===== src/rtl/instr_length_decoder.sv =====
// Multi-cycle x86 instruction length decoder. Legacy prefixes are scanned one per cycle,
// then the opcode, ModRM/SIB, displacement and immediate are sized in one CALC cycle.

module opcode_imm_size_detect (
  input  logic [15:0] opcode,
  input  logic        size_prefix,
  output logic [1:0]  opcode_bytes,
  output logic [2:0]  immediete_bytes,
  output logic        have_modrm
);
  logic [7:0] b0_s;
  logic [7:0] b1_s;
  logic [2:0] imm_z_s;

  assign b0_s    = opcode[7:0];
  assign b1_s    = opcode[15:8];
  assign imm_z_s = size_prefix ? 3'd2 : 3'd4;

  // Opcode map lookup; for one-byte opcodes b1 is the ModRM byte (F6/F7 /0,/1 carry an immediate)
  always_comb begin
    opcode_bytes    = 2'd1;
    immediete_bytes = 3'd0;
    have_modrm      = 1'b0;
    if (b0_s == 8'h0F) begin
      opcode_bytes = 2'd2;
      have_modrm   = 1'b1;
      case (b1_s) inside
        [8'h80:8'h8F]: begin have_modrm = 1'b0; immediete_bytes = imm_z_s; end
        [8'h04:8'h0B], 8'h0E, [8'h30:8'h37], 8'h77, [8'hA0:8'hA2], [8'hA8:8'hAA],
        [8'hC8:8'hCF]: have_modrm = 1'b0;
        [8'h70:8'h73], 8'hA4, 8'hAC, 8'hBA, 8'hC2, [8'hC4:8'hC6]: immediete_bytes = 3'd1;
        default: ;
      endcase
    end else begin
      case (b0_s) inside
        [8'h00:8'h3F]: begin
          case (b0_s[2:0])
            3'd0, 3'd1, 3'd2, 3'd3: have_modrm = 1'b1;
            3'd4:    immediete_bytes = 3'd1;
            3'd5:    immediete_bytes = imm_z_s;
            default: ;
          endcase
        end
        8'h69, 8'h81, 8'hC7: begin have_modrm = 1'b1; immediete_bytes = imm_z_s; end
        8'h6B, 8'h80, 8'h82, 8'h83, 8'hC0, 8'hC1, 8'hC6: begin
          have_modrm = 1'b1; immediete_bytes = 3'd1;
        end
        8'h62, 8'h63, [8'h84:8'h8F], 8'hC4, 8'hC5, [8'hD0:8'hD3], [8'hD8:8'hDF],
        8'hFE, 8'hFF: have_modrm = 1'b1;
        8'h68, 8'hA9, [8'hB8:8'hBF], 8'hE8, 8'hE9: immediete_bytes = imm_z_s;
        8'h6A, [8'h70:8'h7F], 8'hA8, [8'hB0:8'hB7], 8'hCD, 8'hD4, 8'hD5, [8'hE0:8'hE7],
        8'hEB: immediete_bytes = 3'd1;
        8'hC2, 8'hCA:  immediete_bytes = 3'd2;
        8'hC8:         immediete_bytes = 3'd3;
        [8'hA0:8'hA3]: immediete_bytes = 3'd4;
        8'h9A, 8'hEA:  immediete_bytes = size_prefix ? 3'd4 : 3'd6;
        8'hF6: begin have_modrm = 1'b1; immediete_bytes = (b1_s[5:4] == 2'b00) ? 3'd1 : 3'd0; end
        8'hF7: begin have_modrm = 1'b1; immediete_bytes = (b1_s[5:4] == 2'b00) ? imm_z_s : 3'd0; end
        default: ;
      endcase
    end
  end
endmodule

module instr_length_decoder #(
  parameter int WINDOW_BYTES = 16,
  parameter int MAX_PREFIXES = 4,
  parameter int LEN_W        = 5
) (
  input  logic                      clk,
  input  logic                      reset,
  input  logic                      window_valid,
  input  logic [WINDOW_BYTES*8-1:0] window_bytes,
  output logic                      window_ready,
  output logic                      out_valid,
  input  logic                      out_ready,
  output logic [LEN_W-1:0]          out_len,
  output logic [2:0]                out_prefix_cnt,
  output logic                      out_opsize,
  output logic                      out_addrsize,
  output logic [1:0]                out_rep,
  output logic [2:0]                out_seg,
  output logic                      out_lock,
  output logic                      out_fault
);
  localparam int IW  = LEN_W + 1;
  localparam int PW  = WINDOW_BYTES * 8 + 32;
  localparam int PIW = $clog2(PW);

  typedef enum logic [1:0] {S_SCAN = 2'd0, S_CALC = 2'd1, S_OUT = 2'd2} state_t;
  typedef struct packed {
    logic       opsize;
    logic       addrsize;
    logic [1:0] rep;
    logic [2:0] seg;
    logic       lock;
  } flags_t;

  state_t           state_r, state_nx_s;
  logic [LEN_W-1:0] ptr_r, ptr_nx_s, out_len_r, out_len_nx_s, len_s;
  flags_t           flags_r, flags_nx_s, oflags_r, oflags_nx_s;
  logic             out_valid_r, out_valid_nx_s, out_fault_r, out_fault_nx_s;
  logic [2:0]       out_cnt_r, out_cnt_nx_s;

  logic [PW-1:0] pad_s;
  logic [IW-1:0] ptr_ext_s, modrm_idx_s, sib_idx_s;
  logic [7:0]    cur_byte_s;
  logic [15:0]   opcode_s;
  logic [1:0]    opc_bytes_s, mod_s;
  logic [2:0]    imm_bytes_s, rm_s, sib_base_s, disp_len_s;
  logic          have_modrm_s, sib_len_s, scan_fault_s;

  function automatic logic [PIW-1:0] bitpos(input logic [IW-1:0] idx, input logic [2:0] off);
    return PIW'({idx, off});
  endfunction

  function automatic logic is_prefix(input logic [7:0] b);
    case (b)
      8'h66, 8'h67, 8'hF0, 8'hF2, 8'hF3, 8'h26, 8'h2E, 8'h36, 8'h3E, 8'h64, 8'h65: return 1'b1;
      default: return 1'b0;
    endcase
  endfunction

  function automatic flags_t apply_prefix(input flags_t f, input logic [7:0] b);
    flags_t r;
    r = f;
    case (b)
      8'h66:   r.opsize   = 1'b1;
      8'h67:   r.addrsize = 1'b1;
      8'hF0:   r.lock     = 1'b1;
      8'hF2:   r.rep      = 2'b10;
      8'hF3:   r.rep      = 2'b11;
      8'h26:   r.seg      = 3'd1;
      8'h2E:   r.seg      = 3'd2;
      8'h36:   r.seg      = 3'd3;
      8'h3E:   r.seg      = 3'd4;
      8'h64:   r.seg      = 3'd5;
      8'h65:   r.seg      = 3'd6;
      default: ;
    endcase
    return r;
  endfunction

  // Zero padding lets ModRM/SIB lookups run past the window end without going out of range
  assign pad_s        = {32'h0000_0000, window_bytes};
  assign ptr_ext_s    = {1'b0, ptr_r};
  assign cur_byte_s   = pad_s[bitpos(ptr_ext_s, 3'd0) +: 8];
  assign opcode_s     = pad_s[bitpos(ptr_ext_s, 3'd0) +: 16];
  assign modrm_idx_s  = ptr_ext_s + IW'(opc_bytes_s);
  assign sib_idx_s    = modrm_idx_s + IW'(1);
  assign mod_s        = pad_s[bitpos(modrm_idx_s, 3'd6) +: 2];
  assign rm_s         = pad_s[bitpos(modrm_idx_s, 3'd0) +: 3];
  assign sib_base_s   = pad_s[bitpos(sib_idx_s, 3'd0) +: 3];
  assign scan_fault_s = (ptr_r >= LEN_W'(MAX_PREFIXES)) || (ptr_r >= LEN_W'(WINDOW_BYTES - 1));

  opcode_imm_size_detect u_opc (
    .opcode          (opcode_s),
    .size_prefix     (flags_r.opsize),
    .opcode_bytes    (opc_bytes_s),
    .immediete_bytes (imm_bytes_s),
    .have_modrm      (have_modrm_s)
  );

  // SIB and displacement sizing for 32-bit and 16-bit addressing
  always_comb begin
    sib_len_s  = 1'b0;
    disp_len_s = 3'd0;
    if (!have_modrm_s) begin
      disp_len_s = 3'd0;
    end else if (flags_r.addrsize) begin
      case (mod_s)
        2'b00:   disp_len_s = (rm_s == 3'b110) ? 3'd2 : 3'd0;
        2'b01:   disp_len_s = 3'd1;
        2'b10:   disp_len_s = 3'd2;
        default: disp_len_s = 3'd0;
      endcase
    end else begin
      sib_len_s = (mod_s != 2'b11) && (rm_s == 3'b100);
      case (mod_s)
        2'b00:   disp_len_s = ((rm_s == 3'b101) || (sib_len_s && sib_base_s == 3'b101)) ? 3'd4 : 3'd0;
        2'b01:   disp_len_s = 3'd1;
        2'b10:   disp_len_s = 3'd4;
        default: disp_len_s = 3'd0;
      endcase
    end
  end

  assign len_s = ptr_r + LEN_W'(opc_bytes_s) + LEN_W'(have_modrm_s) + LEN_W'(sib_len_s)
               + LEN_W'(disp_len_s) + LEN_W'(imm_bytes_s);

  // Next-state and next-output logic
  always_comb begin
    state_nx_s     = state_r;
    ptr_nx_s       = ptr_r;
    flags_nx_s     = flags_r;
    oflags_nx_s    = oflags_r;
    out_valid_nx_s = out_valid_r;
    out_fault_nx_s = out_fault_r;
    out_len_nx_s   = out_len_r;
    out_cnt_nx_s   = out_cnt_r;
    case (state_r)
      S_SCAN: begin
        if (!window_valid) begin
          state_nx_s = S_SCAN;
        end else if (!is_prefix(cur_byte_s)) begin
          state_nx_s = S_CALC;
        end else if (scan_fault_s) begin
          state_nx_s     = S_OUT;
          out_valid_nx_s = 1'b1;
          out_fault_nx_s = 1'b1;
          out_len_nx_s   = {LEN_W{1'b0}};
          out_cnt_nx_s   = 3'(ptr_r);
          oflags_nx_s    = flags_r;
        end else begin
          ptr_nx_s   = ptr_r + LEN_W'(1);
          flags_nx_s = apply_prefix(flags_r, cur_byte_s);
        end
      end
      S_CALC: begin
        state_nx_s     = S_OUT;
        out_valid_nx_s = 1'b1;
        out_cnt_nx_s   = 3'(ptr_r);
        oflags_nx_s    = flags_r;
        if (len_s > LEN_W'(WINDOW_BYTES)) begin
          out_fault_nx_s = 1'b1;
          out_len_nx_s   = {LEN_W{1'b0}};
        end else begin
          out_fault_nx_s = 1'b0;
          out_len_nx_s   = len_s;
        end
      end
      S_OUT: begin
        if (out_ready) begin
          state_nx_s     = S_SCAN;
          ptr_nx_s       = {LEN_W{1'b0}};
          flags_nx_s     = '{default: '0};
          oflags_nx_s    = '{default: '0};
          out_valid_nx_s = 1'b0;
          out_fault_nx_s = 1'b0;
          out_len_nx_s   = {LEN_W{1'b0}};
          out_cnt_nx_s   = 3'd0;
        end else begin
          state_nx_s = S_OUT;
        end
      end
      default: begin
        state_nx_s     = S_SCAN;
        ptr_nx_s       = {LEN_W{1'b0}};
        flags_nx_s     = '{default: '0};
        oflags_nx_s    = '{default: '0};
        out_valid_nx_s = 1'b0;
        out_fault_nx_s = 1'b0;
        out_len_nx_s   = {LEN_W{1'b0}};
        out_cnt_nx_s   = 3'd0;
      end
    endcase
  end

  // State, scan pointer, prefix flags and registered result
  always_ff @(posedge clk or negedge reset) begin
    if (!reset) begin
      state_r     <= S_SCAN;
      ptr_r       <= {LEN_W{1'b0}};
      flags_r     <= '{default: '0};
      oflags_r    <= '{default: '0};
      out_valid_r <= 1'b0;
      out_fault_r <= 1'b0;
      out_len_r   <= {LEN_W{1'b0}};
      out_cnt_r   <= 3'd0;
    end else begin
      state_r     <= state_nx_s;
      ptr_r       <= ptr_nx_s;
      flags_r     <= flags_nx_s;
      oflags_r    <= oflags_nx_s;
      out_valid_r <= out_valid_nx_s;
      out_fault_r <= out_fault_nx_s;
      out_len_r   <= out_len_nx_s;
      out_cnt_r   <= out_cnt_nx_s;
    end
  end

  assign window_ready   = out_valid_r & out_ready;
  assign out_valid      = out_valid_r;
  assign out_len        = out_len_r;
  assign out_prefix_cnt = out_cnt_r;
  assign out_opsize     = oflags_r.opsize;
  assign out_addrsize   = oflags_r.addrsize;
  assign out_rep        = oflags_r.rep;
  assign out_seg        = oflags_r.seg;
  assign out_lock       = oflags_r.lock;
  assign out_fault      = out_fault_r;
endmodule


===== config.mk =====
export PLATFORM = sky130hd
export DESIGN_NAME = instr_length_decoder
export DESIGN_NICKNAME = d
export VERILOG_FILES = /design/src/rtl/instr_length_decoder.sv
export SDC_FILE = /design/constraint.sdc
export NUM_CORES = 1
export LEC_CHECK = 0
export ABC_CLOCK_PERIOD_IN_PS = 10020
export CAP_MARGIN = 40
export CORE_UTILIZATION = 50
export CTS_CLUSTER_SIZE = 25
export DETAILED_ROUTE_END_ITERATION = 8
export HOLD_SLACK_MARGIN = 0.03
export PLACE_DENSITY = 0.81
export SLEW_MARGIN = 30
export SYNTH_ARGS = -nofsm -noshare
export SYNTH_HDL_FRONTEND = slang
export SYNTH_SLANG_ARGS = --single-unit
export TNS_END_PERCENT = 5

===== constraint.sdc =====
create_clock -name clk -period 10.02 [get_ports clk]
set_clock_uncertainty 0.15 [all_clocks]
set_input_delay 2.505 -clock clk [delete_from_list [all_inputs] [get_ports clk]]
set_output_delay 2.505 -clock clk [all_outputs]
set_load 0.005 [all_outputs]

* Word level (Yosys, flattened, before mapping)
Index checks and enable logic that the tools add are counted.
** Operators by class
- Add/subtract/negate cells :: 8
- Magnitude comparators :: 37
- Equality and inequality tests :: 76
- Shift-type cells :: 5
- Mux-type cells :: 90
- Bitwise operators :: 2
- Reductions and logical operators :: 43
** Operators with widths (number)
- 160-bit by 9-bit variable part select with 3-bit output :: 2
- 8-bit == test, second input constant :: 34
- 160-bit by 9-bit variable part select with 16-bit output :: 1
- 160-bit by 9-bit variable part select with 2-bit output :: 1
- 160-bit by 9-bit variable part select with 8-bit output :: 1
- 8-bit greater-or-equal comparator, second input constant :: 12
- 8-bit <= comparator, second input constant :: 12
- 8-bit by 7-bit == test with 1-bit output, second input constant :: 11
- 3-bit two-way mux :: 23
- 8-bit two-way mux :: 7
- 8-bit case mux with 3 select lines :: 2
- 5-bit two-way mux :: 8
- 8-bit by 6-bit == test with 1-bit output, second input constant :: 4
- 1-bit two-way mux :: 32
- 5-bit case mux with 3 select lines :: 2
- 6-bit AND reduction :: 5
- 1-bit logical AND :: 19
- 3-bit == test, second input constant :: 6
- 3-bit case mux with 3 select lines :: 2
- 3-bit case mux with 6 select lines :: 1
- 9-bit OR reduction :: 2
- 8-bit by 4-bit == test with 1-bit output, second input constant :: 2
- 8-bit by 7-bit greater-or-equal comparator with 1-bit output, second input constant :: 2
- 8-bit by 6-bit <= comparator with 1-bit output, second input constant :: 2
- 40 further kinds :: 68
** Storage, ports and cells
- Bits in registers :: 33
- Input bits :: 132
- Output and inout port bits :: 19
- Logic and storage cells :: 277

* Longest topological paths before layout
- Depth after elaboration :: 22
- Gate-level depth with buffers :: 35
- Mapped depth without buffers :: 28

* Modules after synthesis
From an unflattened synthesis, not the netlist that was laid out.
** Unflattened totals
- Cells, all modules :: 588
- Area total of the unflattened synthesis :: 5823.1 µm²
** By module, submodules not included
- instr_length_decoder :: times used 1, cells each 476, area an instance 5057.4 µm², sequential area each 825.8 µm²
- opcode_imm_size_detect :: times used 1, cells each 112, area an instance 765.7 µm², sequential area each 0.0 µm²

* Worst setup path after synthesis
Ideal clock, no wire load.
- Kind :: input port to flip-flop
- From :: in window_bytes[106]
- To :: reg out_len_r[0], in the netlist out_len[0]
- Library setup time :: 67 ps
- Arrival :: 8983 ps
- Data required time :: 9803 ps
- Setup slack :: 820 ps
- Stages on the path :: 28
- Buffers on the path :: 3
- Path through :: mux2i_1 a22oi_2 nand2_2 o31ai_4 nand3_4 or4_1 buf_2 fa_1 clkbuf_1 inv_1 ha_1 clkbuf_1 nand4b_1 o311a_1 o31ai_1 mux2i_1 a211oi_1 a2111oi_0 or4_1 a211oi_2 fa_1 ha_1 ha_1 a21o_1 a21oi_1 xnor2_1 nor3_1 a22o_1
** On the way
- Longest elaborated chain between the ends :: 22
- Elaborated cells on any way between the ends :: 192
- Those cells by class :: add/sub (7); order compare (35); eq/ne (64); shift (5); mux (47); reduce/logical (34)
** Ends and longest elaborated chain
- from (decl) :: line 73 : input logic [WINDOW_BYTES*8-1:0] window_bytes,
- parallel branches: the longest is 22 deep, another holds 5-bit by 2-bit adder with 5-bit output
- to (signal assigned) :: line 268 : out_len_r <= {LEN_W{1'b0}};
- to (signal assigned) :: line 277 : out_len_r <= out_len_nx_s;
- to (decl) :: line 100 : logic [LEN_W-1:0] ptr_r, ptr_nx_s, out_len_r, out_len_nx_s, len_s;
Several ways; the timed one is not identified. The select of a mux whose other input is x is not followed.
A chain may end at the register's enable or synchronous reset.

* Final worst setup path
- From :: in window_bytes[106]
- To :: reg out_len_r[2], in the netlist out_len[2]
Same word-level chain as after synthesis.

==> metrics.md <==
| Metric | Value |
|---|---|
| Status | complete, but fails checks |
| Failing checks | design-rule violations |
| Period minus WS final | 9.57 ns |
| Synthesized cell area | 0.00602 sq mm |
| Reg area | 830 sq um |
| Dominant synthesized flop cell | dfrtp_1 |
| Vias per cell | 7.21 |
| Largest cells by area after synthesis | mux4_2 (18%), dfrtp_1 (14%), mux2i_1 (14%), a22oi_1 (3.4%), nand2_1 (3.4%) |
| Root Buffer | clkbuf_16 |
| Detailed Routing Iterations Pass 1 | 9 |
| Global-route usage over all layers | 36.1% |
| Port bufs | 150 |
| Syn_nets | 799 |
| Synth Area in Compound Gates | 22.6% |
| Avg WL per Cell | 24.5 microns |
| Synth area leader | mux4_2 |
| Power per cell area | 347 mW/mm^2 |
| Seq/Total Area, Yosys | 13.7% |
| CP Launch Type | primary input |
| Placed inst area | 0.00767 sq mm |
| Worst Max-Slew Pin Slew | 0.881 ns |
| Fill cell count | 934 |
| Asr flop ratio synth | 100% |
| DRC | 5 |
| Total design power | 2.73 mW |
| Average cell area after synthesis | 9.29 sq um |
| Post-synthesis cell type count | 74 |
| Area Growth Syn to Fin | 30.7% |
| Syn. warnings | 0 |
| Initial DRC Count | 916 |
| Antenna violations before repair | 0 |
| EDFF count, synth | 0 |
| Area of the multi-input gates | 0.00482 sq mm |
| Max Cap Violations | 0 |
| Main combinational cell family by area after synthesis | multiplexers |
| Diode count | 0 |
| Worst Path Arrival | 9.63 ns |
| Final instance area | 0.00787 sq mm |
| Core area | 0.0116 sq mm |
| Flops & latches, synth | 33 |
| CTS tree | yes |
| Simple-gate share of the synthesized area | 18.3% |
| Min-Delay Path Class | flop to flop |
| Xor/xnor share of the synthesized area | 1.58% |
| Overflow left after global routing | 0 |
| Reg-to-reg slack, setup | 1.81 ns |
| IR drop worst, VDD | 0.000185 V |
| Final HPWL DP | 17800 microns |
| Relative slew slack | 41.1% |
| Clk sinks | 33 |
| Gpl congestion | 0.993 |
| LEAKAGE | 2.93 nW |
| Initial Util | 52.0% |
| Largest net degree at the start of global routing | 64 |
| Via count of the first global-routing pass | 6474 |
| Top-count cell post-synth | mux2i_1 |
| Number of routed nets with antenna violations | 0 |
| Crit. End Element | flop |
| Fin. Hold Viols | 0 |
| Nets | 936 |
| Cells after synthesis | 648 |
| First-pass GRT wire length | 35600 microns |
| Reg clk slew, reported paths | 0.05 ns |
| Worst skew pair latency | 0.27 ns |
| Post-CTS Setup Inserts | 0 |
| H-Tree Depth | 2 |
| Final setup viols | 0 |
| Final period utilization | 95.5% |
| Unrepaired setup endpoints after global routing | false |
| Max Fclk | 104 MHz |
| I/O Pins | 151 |
| Data required, critical path | 10.07 ns |
| Mux share of post-synthesis cell area | 32.5% |
| Commonest cells post-synth | mux2i_1 (82), nand2_1 (54), mux4_2 (49) |
| Die area | 0.0125 sq mm |
| WS Path Type | primary input to flop |
| CTS buffer count | 5 |
| Crit-path max FO | 9 |
| Final WL | 22700 microns |
| Num rows | 39 |
| CTS resizes | 0 |
| Fin. max-slew vios | 0 |
| Die H | 112 microns |
| Synth top area share | 18.3% |
| Die width | 112 microns |
| Share of cells above drive strength 1 | 14.8% |
| Hold_buf cts | 0 |
| Post-Synth Adder-Cell Area | 4.82% |
| Setup_tns | 0 ns |
| Bufs on Longest Clock Path | 2 |
| Total number of vias | 6701 |
==> critical path, cell delays in order <==
cell	delay, ns
clkdlybuf4s50_1	0.55
mux2i_1	0.11
a22oi_2	0.25
nand2_2	0.10
o31ai_4	0.28
nand3_4	0.09
or4_1	0.60
ha_1	0.24
inv_1	0.07
fa_1	0.42
inv_1	0.09
ha_1	0.32
buf_12	0.18
o31ai_1	0.29
mux4_2	0.33
mux2i_1	0.08
a211oi_1	0.17
a2111oi_0	0.09
or4_1	0.50
a211oi_2	0.19
fa_1	0.45
ha_1	0.31
ha_1	0.34
a21o_1	0.18
a21oi_1	0.17
xnor2_1	0.12
nor3_1	0.38
a22o_1	0.20
==> cell type report <==
type | count | share of cell area, %
multi-input cells | 540 | 61.2
repair buffers | 182 | 22.6
flip-flops and latches | 33 | 10.5
well taps | 143 | 2.27
clock buffers | 7 | 1.81
inverters | 23 | 1.10
clock inverters | 1 | 0.382
==> registers in the layout (all words and copies together), names as in the netlist, 2 cells and up <==
| register | cells |
|---|---|
| flags_r | 8 |
| out_len | 5 |
| out_prefix_cnt | 3 |
| out_rep | 2 |
| out_seg | 3 |
| ptr_r | 5 |
| state_r | 2 |
==> where the power goes <==
part	switching (mW)	internal, mW	total, mW
Combinational	1.37	0.949	2.32
Clock	0.0499	0.124	0.174
Sequential	0.0724	0.167	0.240
==> worst paths after layout <==
kind,from,to,depth (start not counted)
worst max-delay path,window_bytes[106],out_len[2],28
worst min-delay path,out_seg[0],out_seg[0],1
worst max register to register,ptr_r[0],out_len[2],27
worst min register to register,out_seg[0],out_seg[0],1
max in group asynchronous,reset,ptr_r[0],2
min in group asynchronous,reset,out_len[4],2
==> cells by family (layout without fill, tap and decap cells) <==
family / count (synthesis) / after routing
DFF: 33 / 33
and+or+nand+nor: 200 / 200
xor gates and xnor gates: 10 / 10
buffers and inverters: 75 / 213
AOI/OAI and AO/OA: 177 / 177
muxes: 134 / 134
adders and majority gates: 19 / 19
==> metrics by stage <==
step	util (%)	std cells	hold slack (ns)	worst slack [ns]
2_1_floorplan	-	648	0.315	0.820
3_3_place_gp	66.1	915	0.325	0.516
3_5_place_dp	66.3	918	0.335	0.277
4_1_cts	67.8	926	0.343	0.538
5_1_grt	68.0	929	0.357	0.180
6_report	68.0	929	0.342	0.449
==> layout by cell type (no fill, tap or decap), drive strengths merged, types with 6 or more instances in the layout <==
master | netlist | layout
a22oi | 28 | 28
nor4 | 12 | 12
nand2 | 55 | 55
nor2b | 8 | 8
nand3 | 27 | 27
mux2i | 82 | 82
clkbuf | 18 | 8
a211oi | 11 | 11
and2 | 8 | 8
a21oi | 17 | 17
buf | 34 | 31
dfrtp | 33 | 33
fa | 7 | 7
inv | 23 | 23
o31ai | 12 | 12
o31a | 6 | 6
a32o | 12 | 12
o21ai | 22 | 22
mux4 | 49 | 49
nand3b | 11 | 11
o211ai | 18 | 18
ha | 12 | 12
nor3 | 14 | 14
o2111ai | 7 | 7
xnor2 | 8 | 8
o21a | 7 | 7
nand4b | 10 | 10
nor2 | 27 | 27
clkdlybuf4s50 | 0 | 150
==> routing by layer <==
| metal | vias up | share of wire, % | wire length (microns) | global-route usage, % |
|---|---|---|---|---|
| met5 | - | 0 | 0 | 0 |
| li1 | 2889 | - | - | - |
| met2 | 475 | 47 | 10600 | 59.3 |
| met3 | 56 | 9.8 | 2220 | 6.04 |
| met1 | 3281 | 41 | 9340 | 49.1 |
| met4 | 0 | 2.5 | 572 | 9.64 |
(Power assumes the default switching activity.)
